### config.mk
export PLATFORM = sky130hd
export DESIGN_NAME = muldiv_unit
export DESIGN_NICKNAME = d
export VERILOG_FILES = /design/src/rtl/muldiv_pkg.sv /design/src/rtl/div_iter.sv /design/src/rtl/muldiv_unit.sv
export SDC_FILE = /design/constraint.sdc
export NUM_CORES = 2
export LEC_CHECK = 0
export ABC_AREA = 1
export CORE_ASPECT_RATIO = 1.4
export CORE_MARGIN = 2
export CORE_UTILIZATION = 50
export CTS_BUF_LIST = sky130_fd_sc_hd__clkbuf_16
export CTS_CLUSTER_DIAMETER = 100
export DETAILED_ROUTE_END_ITERATION = 12
export PLACE_DENSITY = 0.76
export SYNTH_ARGS = -nofsm -noshare
export SYNTH_HDL_FRONTEND = slang
export SYNTH_SLANG_ARGS = --single-unit
### constraint.sdc
create_clock -name clk -period 11.1 [get_ports clk]
set_clock_uncertainty 0.2 [all_clocks]
set_input_delay 2.22 -clock clk [delete_from_list [all_inputs] [get_ports clk]]
set_output_delay 2.22 -clock clk [all_outputs]
set_load 0.005 [all_outputs]
### src/rtl/muldiv_pkg.sv
// Shared encodings for the RV32M multiply/divide unit: funct3 opcodes and FSM states.
package muldiv_pkg;

    typedef enum logic [2:0] {
        OP_MUL    = 3'b000,
        OP_MULH   = 3'b001,
        OP_MULHSU = 3'b010,
        OP_MULHU  = 3'b011,
        OP_DIV    = 3'b100,
        OP_DIVU   = 3'b101,
        OP_REM    = 3'b110,
        OP_REMU   = 3'b111
    } op_e;

    typedef enum logic [1:0] {
        IDLE     = 2'd0,
        MUL_BUSY = 2'd1,
        DIV_BUSY = 2'd2,
        DIV_FIX  = 2'd3
    } state_e;

endpackage

### src/rtl/div_iter.sv
// Restoring divider datapath on unsigned magnitudes, BITS quotient bits per step.
module div_iter #(
    parameter int unsigned WIDTH = 32,
    parameter int unsigned BITS  = 1
) (
    input  logic             clk_i,
    input  logic             rst_i,
    input  logic             load_i,
    input  logic             step_i,
    input  logic [WIDTH-1:0] a_mag_i,
    input  logic [WIDTH-1:0] b_mag_i,
    output logic [WIDTH-1:0] quo_o,
    output logic [WIDTH-1:0] rem_o
);

    logic [WIDTH-1:0] rem_q, rem_d;
    logic [WIDTH-1:0] quo_q, quo_d;
    logic [WIDTH-1:0] dvs_q, dvs_d;
    logic [WIDTH:0]   r;
    logic [WIDTH-1:0] q;

    // A load already performs the first step from the fresh operands.
    always_comb begin
        r     = load_i ? '0 : {1'b0, rem_q};
        q     = load_i ? a_mag_i : quo_q;
        dvs_d = load_i ? b_mag_i : dvs_q;
        for (int unsigned i = 0; i < BITS; i++) begin
            r = {r[WIDTH-1:0], q[WIDTH-1]};
            q = {q[WIDTH-2:0], 1'b0};
            if (r >= {1'b0, dvs_d}) begin
                r    = r - {1'b0, dvs_d};
                q[0] = 1'b1;
            end
        end
        rem_d = r[WIDTH-1:0];
        quo_d = q;
    end

    always_ff @(posedge clk_i) begin
        if (rst_i) begin
            rem_q <= '0;
            quo_q <= '0;
            dvs_q <= '0;
        end else if (load_i || step_i) begin
            rem_q <= rem_d;
            quo_q <= quo_d;
            dvs_q <= dvs_d;
        end
    end

    assign quo_o = quo_q;
    assign rem_o = rem_q;

endmodule

### src/rtl/muldiv_unit.sv
// RV32M multiply/divide unit: latency-counted multiplier, iterative divider.
// Optional MULDIV_EARLY_OUT_EN finishes divide-by-zero/overflow one cycle after acceptance.
module muldiv_unit
    import muldiv_pkg::*;
#(
    parameter int unsigned WIDTH              = 32,
    parameter int unsigned DIV_BITS_PER_CYCLE = 1,
    parameter int unsigned MUL_STAGES         = 2
) (
    input  logic             clk,
    input  logic             rst,
    input  logic             start,
    input  logic [2:0]       op,
    input  logic [WIDTH-1:0] rs1_val,
    input  logic [WIDTH-1:0] rs2_val,
    input  logic             flush,
    output logic             busy,
    output logic             done,
    output logic [WIDTH-1:0] result
);

    localparam int unsigned      ITERS    = WIDTH / DIV_BITS_PER_CYCLE;
    localparam int unsigned      CNT_W    = $clog2(WIDTH + 1);
    localparam logic [WIDTH-1:0] MOST_NEG = {1'b1, {(WIDTH-1){1'b0}}};

    state_e           state_q;
    op_e              op_q;
    logic [WIDTH-1:0] a_q, b_q, result_q;
    logic             qneg_q, rneg_q, div0_q, ovf_q, done_q;
    logic [CNT_W-1:0] cnt_q;

    op_e              op_in;
    logic             accept, in_signed, neg_a, neg_b, div0_in, ovf_in, early_hit;
    logic [WIDTH-1:0] a_mag, b_mag, early_res;

    always_comb begin
        op_in     = op_e'(op);
        accept    = (state_q == IDLE) && start && !flush && !done_q;
        in_signed = (op_in == OP_DIV) || (op_in == OP_REM);
        neg_a     = in_signed & rs1_val[WIDTH-1];
        neg_b     = in_signed & rs2_val[WIDTH-1];
        a_mag     = neg_a ? -rs1_val : rs1_val;
        b_mag     = neg_b ? -rs2_val : rs2_val;
        div0_in   = (rs2_val == '0);
        ovf_in    = in_signed && (rs1_val == MOST_NEG) && (rs2_val == '1);
        if ((op_in == OP_REM) || (op_in == OP_REMU))
            early_res = div0_in ? rs1_val : '0;
        else
            early_res = div0_in ? '1 : rs1_val;
`ifdef MULDIV_EARLY_OUT_EN
        early_hit = div0_in | ovf_in;
`else
        early_hit = 1'b0;
`endif
    end

    // With a single stage the product is taken straight from the request inputs.
    op_e                mul_op;
    logic [WIDTH-1:0]   mul_a, mul_b, mul_res;
    logic [2*WIDTH-1:0] a_ext, b_ext, prod;
    logic               a_sx, b_sx;

    always_comb begin
        mul_op  = (state_q == IDLE) ? op_in : op_q;
        mul_a   = (state_q == IDLE) ? rs1_val : a_q;
        mul_b   = (state_q == IDLE) ? rs2_val : b_q;
        a_sx    = (mul_op == OP_MULH) || (mul_op == OP_MULHSU);
        b_sx    = (mul_op == OP_MULH);
        a_ext   = {{WIDTH{a_sx & mul_a[WIDTH-1]}}, mul_a};
        b_ext   = {{WIDTH{b_sx & mul_b[WIDTH-1]}}, mul_b};
        prod    = a_ext * b_ext;
        mul_res = (mul_op == OP_MUL) ? prod[WIDTH-1:0] : prod[2*WIDTH-1:WIDTH];
    end

    logic [WIDTH-1:0] quo, rem, div_res;
    logic             is_rem_q;

    div_iter #(
        .WIDTH (WIDTH),
        .BITS  (DIV_BITS_PER_CYCLE)
    ) u_div_iter (
        .clk_i   (clk),
        .rst_i   (rst),
        .load_i  (accept && op[2]),
        .step_i  ((state_q == DIV_BUSY) && !flush),
        .a_mag_i (a_mag),
        .b_mag_i (b_mag),
        .quo_o   (quo),
        .rem_o   (rem)
    );

    always_comb begin
        is_rem_q = (op_q == OP_REM) || (op_q == OP_REMU);
        if (div0_q)
            div_res = is_rem_q ? a_q : '1;
        else if (ovf_q)
            div_res = is_rem_q ? '0 : a_q;
        else if (is_rem_q)
            div_res = rneg_q ? -rem : rem;
        else
            div_res = qneg_q ? -quo : quo;
    end

    // The load edge runs the first divide step, so DIV_BUSY covers ITERS-1 steps.
    always_ff @(posedge clk) begin
        if (rst) begin
            state_q  <= IDLE;
            op_q     <= OP_MUL;
            a_q      <= '0;
            b_q      <= '0;
            result_q <= '0;
            qneg_q   <= 1'b0;
            rneg_q   <= 1'b0;
            div0_q   <= 1'b0;
            ovf_q    <= 1'b0;
            done_q   <= 1'b0;
            cnt_q    <= '0;
        end else begin
            done_q <= 1'b0;
            if (flush) begin
                state_q <= IDLE;
            end else begin
                case (state_q)
                    IDLE: if (accept) begin
                        op_q   <= op_in;
                        a_q    <= rs1_val;
                        b_q    <= rs2_val;
                        qneg_q <= neg_a ^ neg_b;
                        rneg_q <= neg_a;
                        div0_q <= div0_in;
                        ovf_q  <= ovf_in;
                        if (!op[2]) begin
                            if (MUL_STAGES == 1) begin
                                result_q <= mul_res;
                                done_q   <= 1'b1;
                            end else begin
                                state_q <= MUL_BUSY;
                                cnt_q   <= CNT_W'(MUL_STAGES - 2);
                            end
                        end else if (early_hit) begin
                            result_q <= early_res;
                            done_q   <= 1'b1;
                        end else begin
                            state_q <= DIV_BUSY;
                            cnt_q   <= CNT_W'(ITERS - 2);
                        end
                    end
                    MUL_BUSY: begin
                        if (cnt_q == '0) begin
                            result_q <= mul_res;
                            done_q   <= 1'b1;
                            state_q  <= IDLE;
                        end else begin
                            cnt_q <= cnt_q - CNT_W'(1);
                        end
                    end
                    DIV_BUSY: begin
                        if (cnt_q == '0) state_q <= DIV_FIX;
                        else             cnt_q   <= cnt_q - CNT_W'(1);
                    end
                    DIV_FIX: begin
                        result_q <= div_res;
                        done_q   <= 1'b1;
                        state_q  <= IDLE;
                    end
                    default: state_q <= IDLE;
                endcase
            end
        end
    end

    assign busy   = (state_q != IDLE);
    assign done   = done_q;
    assign result = result_q;

endmodule
==> impl.org <==
** Finish
- Summing all multi-input logic gate instances after layout gives 0.04342 sq mm.
- Ratio of cells with drive above 1 in the final layout :: 6.965%
- The area growth from synthesis to layout is 9.645%.
- Most frequent cells in the layout :: sky130_fd_sc_hd__nand2_1, sky130_fd_sc_hd__inv_1, sky130_fd_sc_hd__fa_1
- Cells fill 55.05% of the core in the end.
- The net count of the finished layout is 9091.
- Leaving out fill and tap cells, the most frequent cell in the layout is sky130_fd_sc_hd__nand2_1.
- Fill cells in the final layout number 10499.
- In the final layout, flip-flops and latches occupy 0.004164 sq mm.

** Yosys
- The Yosys step of the flow raised 0 warnings.
- Post-Synthesis Cell Area :: 0.05509 sq mm
- Most area-hungry cell type in the Yosys netlist :: sky130_fd_sc_hd__fa_1
- Gate Count Post-Synth :: 7481
- Post-Syn Area per Cell :: 7.364 sq um
- Post-synth top area share :: 40.92%
- Among all flip-flop cells after synthesis, the most frequent one is sky130_fd_sc_hd__dfxtp_1.
- Synth unique cells :: 57
- Fraction of registers with async set or reset after synthesis :: 0%
- Mapped Nets :: 8933
- Sequential elements use 7.558% of the synthesized area.
- Number of flops mapped to enable cells by yosys :: 0
- The synthesized design contains 208 register bits.
- Top cells by area, synth :: sky130_fd_sc_hd__fa_1, sky130_fd_sc_hd__nand2_1, sky130_fd_sc_hd__inv_1

** Timing
- Final-report max-slew violation count :: 0
- The number of endpoints with negative hold slack in the final report is 0.
- Final setup violation count :: 0
- Least-Margin Pin Slew :: 1.141 ns
- After layout, the worst path uses 96.12% of the clock period.
- Setup repair after global routing left no endpoint under its margin.
- Slew margin rel. :: 23.95%
- Final worst path period need :: 10.67 ns
- In the final timing run, aggregate negative setup slack is 0 ns.
- Fmax :: 93.73 MHz

** GRT
- Pin count of the biggest net entering global routing :: 93
- The initial antenna violation count came to 2.
- The via count of the first global-routing pass came to 54351.
- First-pass GRT wire length :: 329.6 mm
- Summed over all layers, the global routing overflow is 0.
- Across every metal layer, demand over resource in global routing totals 39.35%.

** Clock network
- The number of gates resized after CTS was 0.
- Clock edge transition at the registers on the reported setup and hold paths :: 0.07 ns
- The number of setup buffers added after CTS is 0.
- In this run, post-CTS hold repair placed 0 buffers.
- The tree is rooted in a sky130_fd_sc_hd__clkbuf_16.
- At the later pin of the worst-skew pair, clock insertion delay measures 0.56 ns.
- Clock Sink Count :: 208
- TritonCTS buffer count :: 21
- H-tree depth :: 1
- In this run the deepest clock path goes through 3 buffers.
- Clock tree from TritonCTS :: yes

** Floorplanning
- The initial utilization of the core area, before any placement, comes to 50.21%.
- Chip height :: 396.8 um
- The die covers 0.1129 sq mm.
- Cell Rows :: 144
- 105 I/O pins were placed.
- From left edge to right edge, the die measures 284.5 um.
- After floorplanning, the core was sized to cover 0.1097 sq mm.

** Flow run
- Across the run, the number of max-cap violations was 0.

** Routing
- DRC violations left :: 0
- The first detailed-routing pass ran for 8 iterations.
- The detail route stage leaves a number of antenna-violating nets equal to 0.
- Wire length after detailed routing :: 218.3 mm
- Vias per cell :: 5.645
- Wire length per cell :: 23.95 um
- After the first detailed-routing iteration, the DRC count stood at 4357.
- Via count :: 51445

** Critical path
- Of all nets on the critical path, the largest fanout is 11.
- Grouping stages by cell kind, the critical path spends the most delay in adder cells.
- The worst setup path is launched from an input pin.
- Arr. time, crit path :: 10.96 ns
- STA classifies the critical path endpoint as a flop.
- The critical path contains buffers and inverters numbering 11 combined.
- Crit path max-delay cell type :: sky130_fd_sc_hd__fa_1
- In this design, the critical path's most frequently occurring cell is sky130_fd_sc_hd__fa_1.
- The largest single stage delay on the critical path is 0.69 ns.
- STA puts the critical path data required time at 11.39 ns.
- The critical path is of the in2reg type.

** Place
- Detailed-placement wirelength estimate :: 182.5 mm
- Gp weighted congestion :: 1.048
- Number of port buffers :: 104

** Status
- The flow ran to the end, and the final reports show no timing, DRC or antenna violations.

** Min path
- Hold Path Class :: reg2reg
[state kept, by name, summed over array words and instances, names as in the netlist, 2 cells and up]
name / cells
a_q: 32
b_q: 32
result: 32
u_div_iter.dvs_q: 32
u_div_iter.quo_o: 32
u_div_iter.rem_o: 32
cnt_q: 6
op_q: 3
state_q: 2
[cells by family after synthesis]
| family | after synthesis | share of synthesized area (%) |
|---|---|---|
| compound gates | 953 | 9.464 |
| xor+xnor | 100 | 1.590 |
| fa+ha+maj | 1381 | 46.71 |
| buf+inv | 2030 | 14.08 |
| flops | 208 | 7.558 |
| simple gates | 2809 | 20.60 |
[synth_stat cells (all sizes together) (4+ instances only)]
master,number
nand4,55
clkinv,19
xnor2,12
or2,14
nand2,1705
clkbuf,251
a21o,11
nor4,12
nor3,47
nand3b,10
o311ai,6
o211ai,12
nand3,227
o21ai,455
o31ai,4
fa,1126
o221ai,4
o21a,4
o21bai,35
dfxtp,208
o22ai,7
a211oi,4
buf,69
a31oi,51
ha,255
inv,1691
xor2,88
nor2,734
a21oi,353
[through the flow]
stage / area [sq um] / hold slack (ns) / setup WS [ns] / instances
global placement: 59780 / 0.2225 / 0.1384 / 9076
finish: 60410 / 0.2593 / 0.4310 / 9113
global route: 60400 / 0.2777 / 0.07425 / 9112
CTS: 60400 / 0.2529 / 0.6010 / 9112
floorplan: 55090 / 0.2069 / 0.9759 / 7481
detailed placement: 59780 / 0.2373 / 0.04133 / 9076
[path summary, 6_finish.rpt]
kind | slack (ns) | end | start | cells past startpoint
setup / recovery | 0.43 | result[16]$_SDFFE_PP0P_ | op[2] | 36
hold reg to reg | 0.26 | cnt_q[0]$_SDFFE_PP0P_ | cnt_q[0]$_SDFFE_PP0P_ | 1
hold / removal | 0.26 | cnt_q[0]$_SDFFE_PP0P_ | cnt_q[0]$_SDFFE_PP0P_ | 1
setup reg to reg | 1.17 | result[16]$_SDFFE_PP0P_ | state_q[0]$_SDFFE_PP0P_ | 37
[routing by layer]
| layer | global-route usage (%) | share of wire [%] | routed length, um | vias up |
|---|---|---|---|---|
| li1 | - | - | - | 22601 |
| met1 | 41.91 | 33 | 72370 | 25285 |
| met2 | 67.27 | 48 | 104600 | 2596 |
| met3 | 5.850 | 7.1 | 15560 | 961 |
| met4 | 36.17 | 12 | 25770 | 2 |
| met5 | 0 | 0.0027 | 6 | - |
[final cells by class]
cell class	instances	share of cell area, %
antenna	1	0.004143
clock buffer	21	0.8699
clock inverter	15	0.1678
inverter	1710	10.64
multi-input combinational	5243	71.87
sequential	208	6.893
tap	1460	3.024
timing repair buffer	455	6.533
Power is not shown: default switching activity piles up to over one toggle a cycle in this logic, so the estimate is an artifact.
